===== src/rtl/fx_pkg.sv =====
// Shared types and defaults for the effects datapath.
// Sample format, scheduler states and width helpers.
package fx_pkg;

    localparam int DEF_ADDR_W   = 13;
    localparam int DEF_DATA_W   = 11;
    localparam int DEF_NUM_TAPS = 4;
    localparam int DEF_DECIM    = 2;

    // Sign-magnitude audio sample: top bit is the sign.
    typedef struct packed {
        logic                    sign;
        logic [DEF_DATA_W-2:0]   mag;
    } sm_sample_t;

    typedef enum logic [1:0] {
        IDLE,
        READ,
        WRITE,
        DONE
    } sched_state_t;

    function automatic int idxW(input int n);
        return (n > 1) ? $clog2(n) : 1;
    endfunction

endpackage


===== src/rtl/tap_addr.sv =====
// Registered RAM address generator for the tap scheduler.
// Keeps slot enable/index aligned with the issued address.
module tap_addr
    import fx_pkg::*;
#(
    parameter int ADDR_W = DEF_ADDR_W,
    parameter int IDX_W  = 2
) (
    input  logic              clk,
    input  logic              reset,
    input  logic              issue,
    input  logic              wrIssue,
    input  logic              slotEn,
    input  logic [IDX_W-1:0]  slotIdx,
    input  logic [ADDR_W-1:0] offset,
    input  logic [ADDR_W-1:0] writeAdr,
    output logic [ADDR_W-1:0] memAdr,
    output logic [IDX_W-1:0]  tapIdx,
    output logic              tapValid
);

    logic [ADDR_W-1:0] nextAdr;
    logic              enQ;
    logic [IDX_W-1:0]  idxQ;

    // Subtraction wraps naturally modulo 2^ADDR_W.
    always_comb begin
        nextAdr = memAdr;
        unique case (1'b1)
            wrIssue: nextAdr = writeAdr;
            issue:   nextAdr = writeAdr - offset;
            default: nextAdr = memAdr;
        endcase
    end

    always_ff @(posedge clk or negedge reset) begin
        if (!reset) begin
            memAdr   <= '0;
            enQ      <= 1'b0;
            idxQ     <= '0;
            tapValid <= 1'b0;
            tapIdx   <= '0;
        end else begin
            memAdr <= nextAdr;
            enQ    <= issue & slotEn;
            if (issue) begin
                idxQ <= slotIdx;
            end
            // RAM data lands one cycle after the address.
            tapValid <= enQ;
            tapIdx   <= idxQ;
        end
    end

endmodule


===== src/rtl/delay_tap_sched.sv =====
// Per-frame scheduler for the shared delay-line RAM:
// NUM_TAPS tap reads behind the write pointer, then one write.
module delay_tap_sched
    import fx_pkg::*;
#(
    parameter int ADDR_W   = DEF_ADDR_W,
    parameter int DATA_W   = DEF_DATA_W,
    parameter int NUM_TAPS = DEF_NUM_TAPS,
    parameter int DECIM    = DEF_DECIM
) (
    input  logic                       clk,
    input  logic                       reset,
    input  logic                       start,
    input  logic [DATA_W-1:0]          sampleIn,
    input  logic [NUM_TAPS-1:0]        tapEn,
    input  logic [NUM_TAPS*ADDR_W-1:0] tapOffset,
    input  logic [DATA_W-1:0]          memRD,
    output logic [ADDR_W-1:0]          memAdr,
    output logic [DATA_W-1:0]          memWD,
    output logic                       memWE,
    output logic [DATA_W-1:0]          tapData,
    output logic [idxW(NUM_TAPS)-1:0]  tapIdx,
    output logic                       tapValid,
    output logic                       busy,
    output logic                       done,
    output logic                       overrun
);

    localparam int IDX_W = idxW(NUM_TAPS);
    localparam int FC_W  = idxW(DECIM);
    localparam logic [IDX_W-1:0] LAST_SLOT = IDX_W'(NUM_TAPS - 1);
    localparam logic [FC_W-1:0] LAST_FRAME = FC_W'(DECIM - 1);

    sched_state_t state;
    sched_state_t nextState;

    logic [IDX_W-1:0]           slotK;
    logic [IDX_W-1:0]           slotSel;
    logic                       slotEn;
    logic [ADDR_W-1:0]          slotOff;
    logic                       issue;
    logic                       wrIssue;
    logic                       accept;

    logic [DATA_W-1:0]          sampleQ;
    logic [NUM_TAPS-1:0]        enQ;
    logic [NUM_TAPS*ADDR_W-1:0] offQ;
    logic [ADDR_W-1:0]          writeAdr;
    logic [FC_W-1:0]            frameCnt;

    assign accept = (state == IDLE) && start;

    // Slot 0 is issued from the live inputs so its address
    // is on the bus the cycle after start.
    always_comb begin
        nextState = state;
        issue     = 1'b0;
        wrIssue   = 1'b0;
        slotSel   = '0;
        slotEn    = 1'b0;
        slotOff   = '0;
        unique case (state)
            IDLE: begin
                if (start) begin
                    nextState = READ;
                    issue     = 1'b1;
                    slotEn    = tapEn[0];
                    slotOff   = tapOffset[ADDR_W-1:0];
                end
            end
            READ: begin
                if (slotK == LAST_SLOT) begin
                    nextState = WRITE;
                    wrIssue   = 1'b1;
                end else begin
                    issue   = 1'b1;
                    slotSel = slotK + IDX_W'(1);
                    slotEn  = enQ[slotSel];
                    slotOff = offQ[int'(slotSel)*ADDR_W +: ADDR_W];
                end
            end
            WRITE: nextState = DONE;
            DONE:  nextState = IDLE;
            default: nextState = IDLE;
        endcase
    end

    always_ff @(posedge clk or negedge reset) begin
        if (!reset) begin
            state   <= IDLE;
            slotK   <= '0;
            sampleQ <= '0;
            enQ     <= '0;
            offQ    <= '0;
        end else begin
            state <= nextState;
            if (issue) begin
                slotK <= slotSel;
            end
            if (accept) begin
                sampleQ <= sampleIn;
                enQ     <= tapEn;
                offQ    <= tapOffset;
            end
        end
    end

    always_ff @(posedge clk or negedge reset) begin
        if (!reset) begin
            writeAdr <= '0;
            frameCnt <= '0;
        end else if (state == DONE) begin
            if (frameCnt == LAST_FRAME) begin
                frameCnt <= '0;
                writeAdr <= writeAdr + ADDR_W'(1);
            end else begin
                frameCnt <= frameCnt + FC_W'(1);
            end
        end
    end

    always_ff @(posedge clk or negedge reset) begin
        if (!reset) begin
            memWD   <= '0;
            memWE   <= 1'b0;
            busy    <= 1'b0;
            done    <= 1'b0;
            overrun <= 1'b0;
        end else begin
            memWE <= wrIssue;
            busy  <= (nextState != IDLE);
            done  <= (nextState == DONE);
            if (wrIssue) begin
                memWD <= sampleQ;
            end
            if (start && (state != IDLE)) begin
                overrun <= 1'b1;
            end
        end
    end

    tap_addr #(
        .ADDR_W (ADDR_W),
        .IDX_W  (IDX_W)
    ) uAddr (
        .clk      (clk),
        .reset    (reset),
        .issue    (issue),
        .wrIssue  (wrIssue),
        .slotEn   (slotEn),
        .slotIdx  (slotSel),
        .offset   (slotOff),
        .writeAdr (writeAdr),
        .memAdr   (memAdr),
        .tapIdx   (tapIdx),
        .tapValid (tapValid)
    );

    // Synchronous RAM output is qualified by the registered strobe.
    assign tapData = tapValid ? memRD : '0;

endmodule


===== config.mk =====
export PLATFORM = sky130hd
export DESIGN_NAME = delay_tap_sched
export DESIGN_NICKNAME = d
export VERILOG_FILES = /design/src/rtl/fx_pkg.sv /design/src/rtl/tap_addr.sv /design/src/rtl/delay_tap_sched.sv
export SDC_FILE = /design/constraint.sdc
export NUM_CORES = 1
export LEC_CHECK = 0
export BUFFER_PORTS_ARGS = -buffer_cell sky130_fd_sc_hd__buf_2
export CAP_MARGIN = 20
export CORE_ASPECT_RATIO = 1.75
export CORE_MARGIN = 2
export CORE_UTILIZATION = 45
export CTS_CLUSTER_DIAMETER = 60
export CTS_CLUSTER_SIZE = 25
export DETAILED_ROUTE_END_ITERATION = 7
export GPL_TIMING_DRIVEN = 0
export PLACE_DENSITY = 0.72
export SLEW_MARGIN = 5
export SYNTH_ARGS = -nofsm -noshare
export SYNTH_HDL_FRONTEND = slang
export SYNTH_HIERARCHICAL = 1
export SYNTH_SLANG_ARGS = --single-unit

===== constraint.sdc =====
create_clock -name clk -period 2.98 [get_ports clk]
set_clock_uncertainty 0.15 [all_clocks]
set_input_delay 0.447 -clock clk [delete_from_list [all_inputs] [get_ports clk]]
set_output_delay 0.447 -clock clk [all_outputs]
set_load 0.01 [all_outputs]

## Yosys cells after proc, flatten, opt, wreduce, memory -nomap -nowiden

Cells that the tools add are included.

| operators by class | value |
|---|---|
| eq/ne operators | 5 |
| shift-type cells | 1 |
| reduce and logical (&&, ||, !) cells | 7 |
| $lt $le $gt $ge | 1 |
| add/subtract/negate cells | 4 |
| bitwise logic cells | 1 |
| $mul | 1 |
| multiplexer cells | 21 |

Operator list:

| cell | number |
|---|---|
| 13-bit one-hot mux with 2 select lines | 2 |
| 52-bit by 7-bit variable part select with 13-bit output | 1 |
| 13-bit two-way mux | 2 |
| 13-bit by 1-bit adder with 13-bit output, second input constant | 1 |
| 13-bit subtractor | 1 |
| 11-bit two-way mux | 1 |
| 2-bit equality test, second input constant | 4 |
| 1-bit two-way mux | 8 |
| 2-bit two-way mux | 4 |
| 2-bit one-hot mux with 4 select lines | 1 |
| 2-bit by 4-bit multiplier with 6-bit output, second input constant | 1 |
| 2-bit nonzero test | 3 |
| 1-bit one-hot mux with 2 select lines | 2 |
| 2-bit by 3-bit < comparator with 1-bit output, second input constant | 1 |
| 2-bit by 1-bit adder with 2-bit output, second input constant | 1 |
| 1-bit binary-select mux with 2-bit select | 1 |
| 2-bit by 1-bit equality test with 1-bit output, second input constant | 1 |
| 1-bit logical AND | 2 |
| 2-bit zero test | 1 |
| 2-bit AND reduction | 1 |
| 1-bit adder, second input constant | 1 |
| 1-bit bitwise AND | 1 |

| storage, ports and cells | value |
|---|---|
| input port bits | 81 |
| output and inout port bits | 42 |
| word-level logic and storage cells | 57 |
| flip-flop bits (word level) | 117 |

## Depth between registers and ports, before layout

Gate-level depths: netlist (run 1).

| logic depth | value |
|---|---|
| depth in word-level cells | 7 |
| gate-level depth with buffers | 14 |
| gate-level depth less buffers | 11 |

## Cells and area by module

The synthesis (run 1) kept the hierarchy.

Modules (own cells, without submodules):

| module | area each (sq um) | times used | seq. area each (sq um) | cells each |
|---|---|---|---|---|
| delay_tap_sched | 4409.2 | 1 | 2502.4 | 448 |
| tap_addr | 1508.9 | 1 | 475.5 | 162 |

## Worst setup path after synthesis (run 1)

No wires, ideal clock.

| timing path | value |
|---|---|
| path type | register to register |
| start | register slotK[0] |
| end | register uAddr.memAdr[12] |
| arrival time | 2.822 ns |
| setup time | 0.125 ns |
| stages on the path, launching flop included | 12 |
| buffers on the path | 2 |
| path slack | -0.117 ns |
| path through | dfrtp_1 buf_2 buf_4 mux4_2 inv_1 o21ai_0 fa_1 nor2b_4 o31a_4 nor3_1 o31ai_1 mux2_2 |

| between the ends | value |
|---|---|
| cells in the longest elaborated chain, start to end | 7 |

RTL lines:

| what | RTL line | text |
|---|---|---|
| start: declaration | delay_tap_sched.sv:37 | `logic [IDX_W-1:0] slotK;` |
| start signal: assignment | delay_tap_sched.sv:98 | `slotK <= slotSel;` |
| 2-bit by 1-bit adder with 2-bit output | delay_tap_sched.sv:77 | `slotSel = slotK + IDX_W'(1);` |
| 2-bit by 4-bit multiplier with 6-bit output | delay_tap_sched.sv:79 | `slotOff = offQ[int'(slotSel)*ADDR_W +: ADDR_W];` |
| 52-bit by 7-bit variable part select with 13-bit output | delay_tap_sched.sv:79 |  |
| 13-bit two-way mux (*) | delay_tap_sched.sv:72 | `if (slotK == LAST_SLOT) begin` |
| 13-bit one-hot mux with 2 select lines (*) | delay_tap_sched.sv:62 | `unique case (state)` |
| net slotOff[1] | delay_tap_sched.sv:40 | `logic [ADDR_W-1:0] slotOff;` |
| 13-bit subtractor (*) | tap_addr.sv:31 | `issue: nextAdr = writeAdr - offset;` |
| 13-bit one-hot mux with 2 select lines (*) | tap_addr.sv:29 | `unique case (1'b1)` |
| end signal: assignment | tap_addr.sv:44 | `memAdr <= nextAdr;` |
| end: declaration | tap_addr.sv:17 | `output logic [ADDR_W-1:0] memAdr,` |

Mark *: on every way through the listed nets, which the timed path passes. The rest lies on a longest branch.
A chain may end at the register's enable or synchronous reset.

## Final worst setup path (run 1)

Ends and elaborated chain as after synthesis.

==> results of run 1 <==
[logic make-up after synthesis]
group,count (synthesis),synth area share (%)
and+or+nand+nor,288,21.9
DFF,119,50.3
AOI/OAI and AO/OA,69,7.74
buffers and inverters,63,4.33
muxes,36,9.41
xor gates and xnor gates,20,2.96
adders and majority gates,15,3.30
[worst max-delay path, cell delays in order (launching register included)]
cell and delay [ns]:
dfrtp_1 0.41, buf_6 0.15, mux4_2 0.50, inv_2 0.08, o21ai_4 0.08, ha_4 0.17, fa_2 0.38, nor2b_4 0.14
o31a_4 0.18, nor3_4 0.05, o31ai_4 0.24, mux2_4 0.33
[final cells by class]
class / instances / area (um^2)
clock inverter: 15 / 178
multi-input combinational: 428 / 2910
sequential: 119 / 2980
inverter: 35 / 131
clock buffer: 17 / 425
timing repair buffer: 136 / 744
fill: 1062 / 5120
buffer: 27 / 169
tap: 171 / 214
[sequential cells by signal, summed over array words and instances, names as in the netlist]
register	count
uAddr/memAdr	13
state	2
frameCnt	1
memWE	1
enQ	4
sampleQ	11
uAddr/tapIdx	2
uAddr/idxQ	2
writeAdr	13
memWD	11
busy	1
uAddr/enQ	1
offQ	52
overrun	1
slotK	2
uAddr/tapValid	1
done	1
[worst paths after layout]
path,from,end,slack (ns)
worst max-delay path,slotK[0],uAddr/memAdr[12],-0.01
worst min-delay path,tapOffset[34],offQ[34],0.08
worst max register to register,slotK[0],uAddr/memAdr[12],-0.01
worst min register to register,uAddr/enQ,uAddr/tapValid,0.20
max in group asynchronous,reset,writeAdr[7],1.61
min in group asynchronous,reset,offQ[4],0.29
[per-stage QoR]
step / TNS (ns) / instance area [um^2]
after detailed placement: -2.77 / 6790
after global routing: -0.407 / 7740
after global placement: -6.99 / 6750
after CTS: -0.0858 / 7600
after floorplan: 0 / 5930
final: -0.0146 / 7740
[layer usage]
layer	wire length, um	vias to the layer above	GRT usage, %
li1	-	2326	-
met1	5770	2337	24.4
met2	8590	142	41.8
met3	609	34	4.20
met4	565	0	11.9
met5	0	-	0
[power groups by stage]
stage	Combinational, W	Sequential (W)	Clock [W]
2_1_floorplan	0.00301	0.00267	0
3_3_place_gp	0.00405	0.00266	0
4_1_cts	0.00460	0.00269	0.00211
6_report	0.00492	0.00270	0.00209
5_1_grt	0.00541	0.00277	0.00218
3_5_place_dp	0.00417	0.00270	0
[timing repair]
| item | CTS | global route |
|---|---|---|
| cloned | 0 | 0 |
| gates resized for setup | 35 | 29 |
| hold endpoints to repair | 19 | 0 |
| hold buffers | 1 | 0 |
| endpoints found under the setup margin | 9 | 8 |
| pin swaps | 10 | 14 |
| setup buffers | 7 | 5 |
[layout by cell type, fill, tap and decap left out, types with 6 or more instances in the layout]
| cell type | synthesis | routed |
|---|---|---|
| nand2_1 | 215 | 215 |
| buf_2 | 13 | 131 |
| dfrtp_1 | 119 | 119 |
| inv_1 | 34 | 31 |
| o21ai_0 | 25 | 17 |
| clkbuf_16 | 0 | 17 |
| and2_1 | 15 | 14 |
| mux4_2 | 14 | 14 |
| a21oi_1 | 16 | 14 |
| buf_4 | 1 | 13 |
| xnor2_1 | 12 | 12 |
| mux2_2 | 11 | 10 |
| ha_4 | 0 | 9 |
| nor2_1 | 9 | 8 |
| xor2_1 | 8 | 8 |
| a211oi_1 | 8 | 8 |
| clkbuf_1 | 10 | 7 |
| nor2b_1 | 9 | 7 |
| nand2b_1 | 6 | 6 |
| nand3_1 | 6 | 6 |
| mux2_1 | 6 | 6 |
==> flow_summary.toml, run 1 <==
[synthesis]
syn_nets = 706
ys_types = 58
yosys.area.top_type = "dfrtp_1"
synth.area.top_cells = "dfrtp_1 (50%), nand2_1 (14%), mux4_2 (5.3%), ha_1 (3.0%), inv_1 (2.2%)"
ys_warn_count = 6
synth_edf_count = 0
async_flop_share_pct = 100
synth_area_mm2 = 0.00592
ys.flop_type = "dfrtp_1"
seq_area_frac_synth_pct = 50.3
yosysMostFrequentCell = "nand2_1"
syn-instance-count = 610
syn_area_per_cell_um2 = 9.70
yosys_register_bits = 119
yosysTopAreaCellShare_pct = 50.3
ys_top_cells_by_count = "nand2_1 (215), dfrtp_1 (119), inv_1 (34), o21ai_0 (25), a21oi_1 (16)"

[place]
dp_slack_ns = -0.563
port_buffers = 122
dp_hpwl_um = 11600
dp.cells = 904
gp_congestion = 0.855

[worst_setup_path]
required_ns = 3.12
critPathCaptureType = "flop"
path_max_fanout = 4
startpoint_type = "flop"
rr_worst_depth = 11
critPathKind = "flop to flop"
crit_arrival_ns = 3.14

[pwr]
p_int_w = 0.00594
fin_total_pwr_w = 0.00971
p_comb_share_pct = 50.7
clkPwrFrac_pct = 21.5
seq_power_share_pct = 27.8
power.switching_w = 0.00377
p_sw_share_pct = 38.8
p_leak_nw = 3.92
ir_drop_v = 0.000526
p_per_area_mw_per_mm2 = 1250

[timing]
period_needed_ns = 2.99
fmaxAchievable_mhz = 334
worstMarginPinSlew_ns = 0.579
slew_headroom_pct = 61.4
rsz0062_at_grt = "true"
timing.final.hold_violations = 0
setup_viol = 1
hold_slack_ns = 0.0756
worst_slack_ns = -0.0146
slew_violations = 0
post-route-period-util_pct = 100

[die]
floorplan.core_area_mm2 = 0.0129
chipWidth_um = 90.7
die_h_um = 156
initial_core_util_pct = 46.0
num_rows = 55
dieArea_mm2 = 0.0141
io_pins = 123

[hold_path]
min_path_cells = 3
hp-class = "input pin to flop"

[final_layout]
diodes = 0
nNetsFinal = 860
layout-drive-gt1-share_pct = 33.2
area_growth_pct = 30.9
post-route-util_pct = 60.2
final_cells = 948

[clocking]
clk_pin_slew_ns = 0.06
cts_max_path_buffers = 2
cts_tree = "yes"
cts_inserted_buffers = 17
cts_root_buffer = "clkbuf_16"
numClockSinks = 119
clock_latency_ns = 0.41
htree_levels = 4

[routing]
routed_wl_um = 15500
drcViolationCount = 0
drt_pass1_iterations = 5
vias = 4839
drtIter0Drc = 232
drt-vias-per-instance = 5.10
routedWlPerCell_um = 16.4
final_antenna_net_count = 0

[global_routing]
grt_pass1_vias = 5118
overflow = 0
grt_max_degree = 101
grt_pass1_wl_um = 25000
antenna_found_initial = 0
track_usage_pct = 22.7

[status]
violations = "setup timing"
status = "finished with violations"

[run]
drv_cap = 0
Note: power is estimated with default switching activity, not from simulation.
==> run 2, diff against run 1 <==
--- a/config.mk
+++ b/config.mk
@@ -5,7 +5,7 @@
 export SDC_FILE = /design/constraint.sdc
 export NUM_CORES = 1
 export LEC_CHECK = 0
-export BUFFER_PORTS_ARGS = -buffer_cell sky130_fd_sc_hd__buf_2
+export BUFFER_PORTS_ARGS = -buffer_cell sky130_fd_sc_hd__clkbuf_2
 export CAP_MARGIN = 20
 export CORE_ASPECT_RATIO = 1.75
 export CORE_MARGIN = 2
==> flow_summary.toml, run 2 (synthesis results as in run 1) <==
[routing]
routed_wl_um = 16000
drtIter0Drc = 203
drcViolationCount = 0
routedWlPerCell_um = 16.8
drt-vias-per-instance = 5.11
final_antenna_net_count = 0
drt_pass1_iterations = 5
vias = 4857

[final_layout]
nNetsFinal = 863
reg_top3 = "offQ x52, uAddr/memAdr x13, writeAdr x13"
largest_reg_flops = 52
layout-drive-gt1-share_pct = 33.6
layout_commonest_cell = "nand2_1"
diodes = 0
top_register = "offQ"
area_growth_pct = 31.4
final_cell_mix = "nand2_1 (215), clkbuf_2 (121), dfrtp_1 (119)"
post-route-util_pct = 60.4

[worst_setup_path]
reg2reg_from = "slotK[0]"
crit_slowest_cell = "mux4_2"
rr_worst_depth = 11
crit_arrival_ns = 3.13
cp_slowest_stage_delay_ns = 0.51
path_max_fanout = 4
r2r_setup_slack_ns = 0.008
critPathLaunch = "slotK[0]"
reg2reg_to = "uAddr/memAdr[10]"
critPathCaptureType = "flop"
required_ns = 3.14
startpoint_type = "flop"
critPathKind = "flop to flop"
path_cells = "buf_6 > mux4_2 > inv_2 > o21ai_4 > ha_4 > fa_2 > nor2b_4 > o31a_4 > o22ai_4 > and4b_2 > a2111oi_4"
endpoint = "uAddr/memAdr[10]"

[place]
gp_congestion = 0.847
dp_hpwl_um = 11700
port_buffers = 122

[hold_path]
hp-class = "input pin to flop"

[die]
dieArea_mm2 = 0.0141
floorplan.core_area_mm2 = 0.0129
num_rows = 55
io_pins = 123
chipWidth_um = 90.7
die_h_um = 156
initial_core_util_pct = 46.0

[timing]
setup_viol = 0
slew_violations = 0
timing.final.hold_violations = 0
rsz0062_at_grt = "true"
fmaxAchievable_mhz = 336
worstMarginPinSlew_ns = 0.583
post-route-period-util_pct = 99.7
slew_headroom_pct = 61.1
period_needed_ns = 2.97
hold_slack_ns = 0.0738

[pwr]
ir_drop_v = 0.000626
p_leak_nw = 3.95
p_per_area_mw_per_mm2 = 1250
fin_total_pwr_w = 0.00976

[run]
drv_cap = 0

[clocking]
cts_tree = "yes"
clock_latency_ns = 0.42
cts_max_path_buffers = 2
cts_inserted_buffers = 17
clk_pin_slew_ns = 0.05
htree_levels = 4
cts_root_buffer = "clkbuf_16"
numClockSinks = 119

[global_routing]
grt_max_degree = 101
overflow = 0
grt_pass1_vias = 5192
antenna_found_initial = 0
track_usage_pct = 23.4
grt_pass1_wl_um = 25600

[status]
status = "finished, final reports clean"
## run 2: changes by cell type in the layout (fill, tap and decap cells not counted), sizes merged
cell,change
clkinvlp,+1
inv,-2
clkbuf,+127
bufinv,-1
buf,-121
clkinv,-1
## run 2: where the power goes
group	internal, W	total (W)	switching, W
registers	0.00231	0.00271	0.000399
logic	0.00237	0.00505	0.00267
clock network	0.00125	0.00200	0.000750
total	0.00593	0.00976	0.00382
## run 2: worst min path at each step
| stage | to | startpoint | slack (ns) | depth (start not counted) |
|---|---|---|---|---|
| global route | sampleQ[10] | sampleIn[10] | 0.07 | 3 |
| detailed placement | offQ[30] | reset | 0.18 | 1 |
| floorplan | busy | reset | 0.001 | 0 |
| finish | sampleQ[10] | sampleIn[10] | 0.07 | 3 |
| global placement | uAddr/tapValid | uAddr/enQ | 0.19 | 0 |
| CTS | sampleQ[0] | sampleIn[0] | 0.06 | 3 |
## run 2: area by class of cell
cell class                 count  area (um^2)
fill                        1097         5090
sequential                   119         2980
multi-input combinational    428         2940
timing repair buffer         139          769
clock buffer                  20          447
tap                          171          214
buffer                        27          175
inverter                      35          131
clock inverter                12          129
## run 2: metrics by stage
stage	cells	setup slack, ns	setup TNS [ns]	cell area, um^2
floorplan	610	0.00840	0	5930
global route	951	-0.0839	-0.222	7780
finish	951	0.00778	0	7780
CTS	943	-0.0593	-0.0593	7620
global placement	903	-0.501	-41.80	6750
detailed placement	904	-0.556	-2.96	6790
## run 2: worst max-delay path: cells and delay by family (launching register included)
kind | cells | cell delay (ns)
AO/OA/AOI/OAI | 4 | 0.60
adder cells (fa/ha/maj) | 2 | 0.54
multiplexers | 1 | 0.51
flip-flops | 1 | 0.41
AND/OR/NAND/NOR | 2 | 0.40
buffers and inverters | 2 | 0.24
## run 2: metal layers
layer  vias up  track usage (%)  routed length [um]
li1       2330                -                   -
met1      2370             24.8                6050
met2       129             44.1                8920
met3        28             4.15                 523
met4         0             11.3                 467
met5         -                0                   0
## run 2: repair_timing
action                     in CTS  in global routing
setup buffers                   7                  8
hold endpoints to repair       19                  0
setup endpoints to repair       9                  8
resized for setup              48                 26
hold buffers                    1                  0
gates cloned                    0                  0
pin swaps                       9                 13
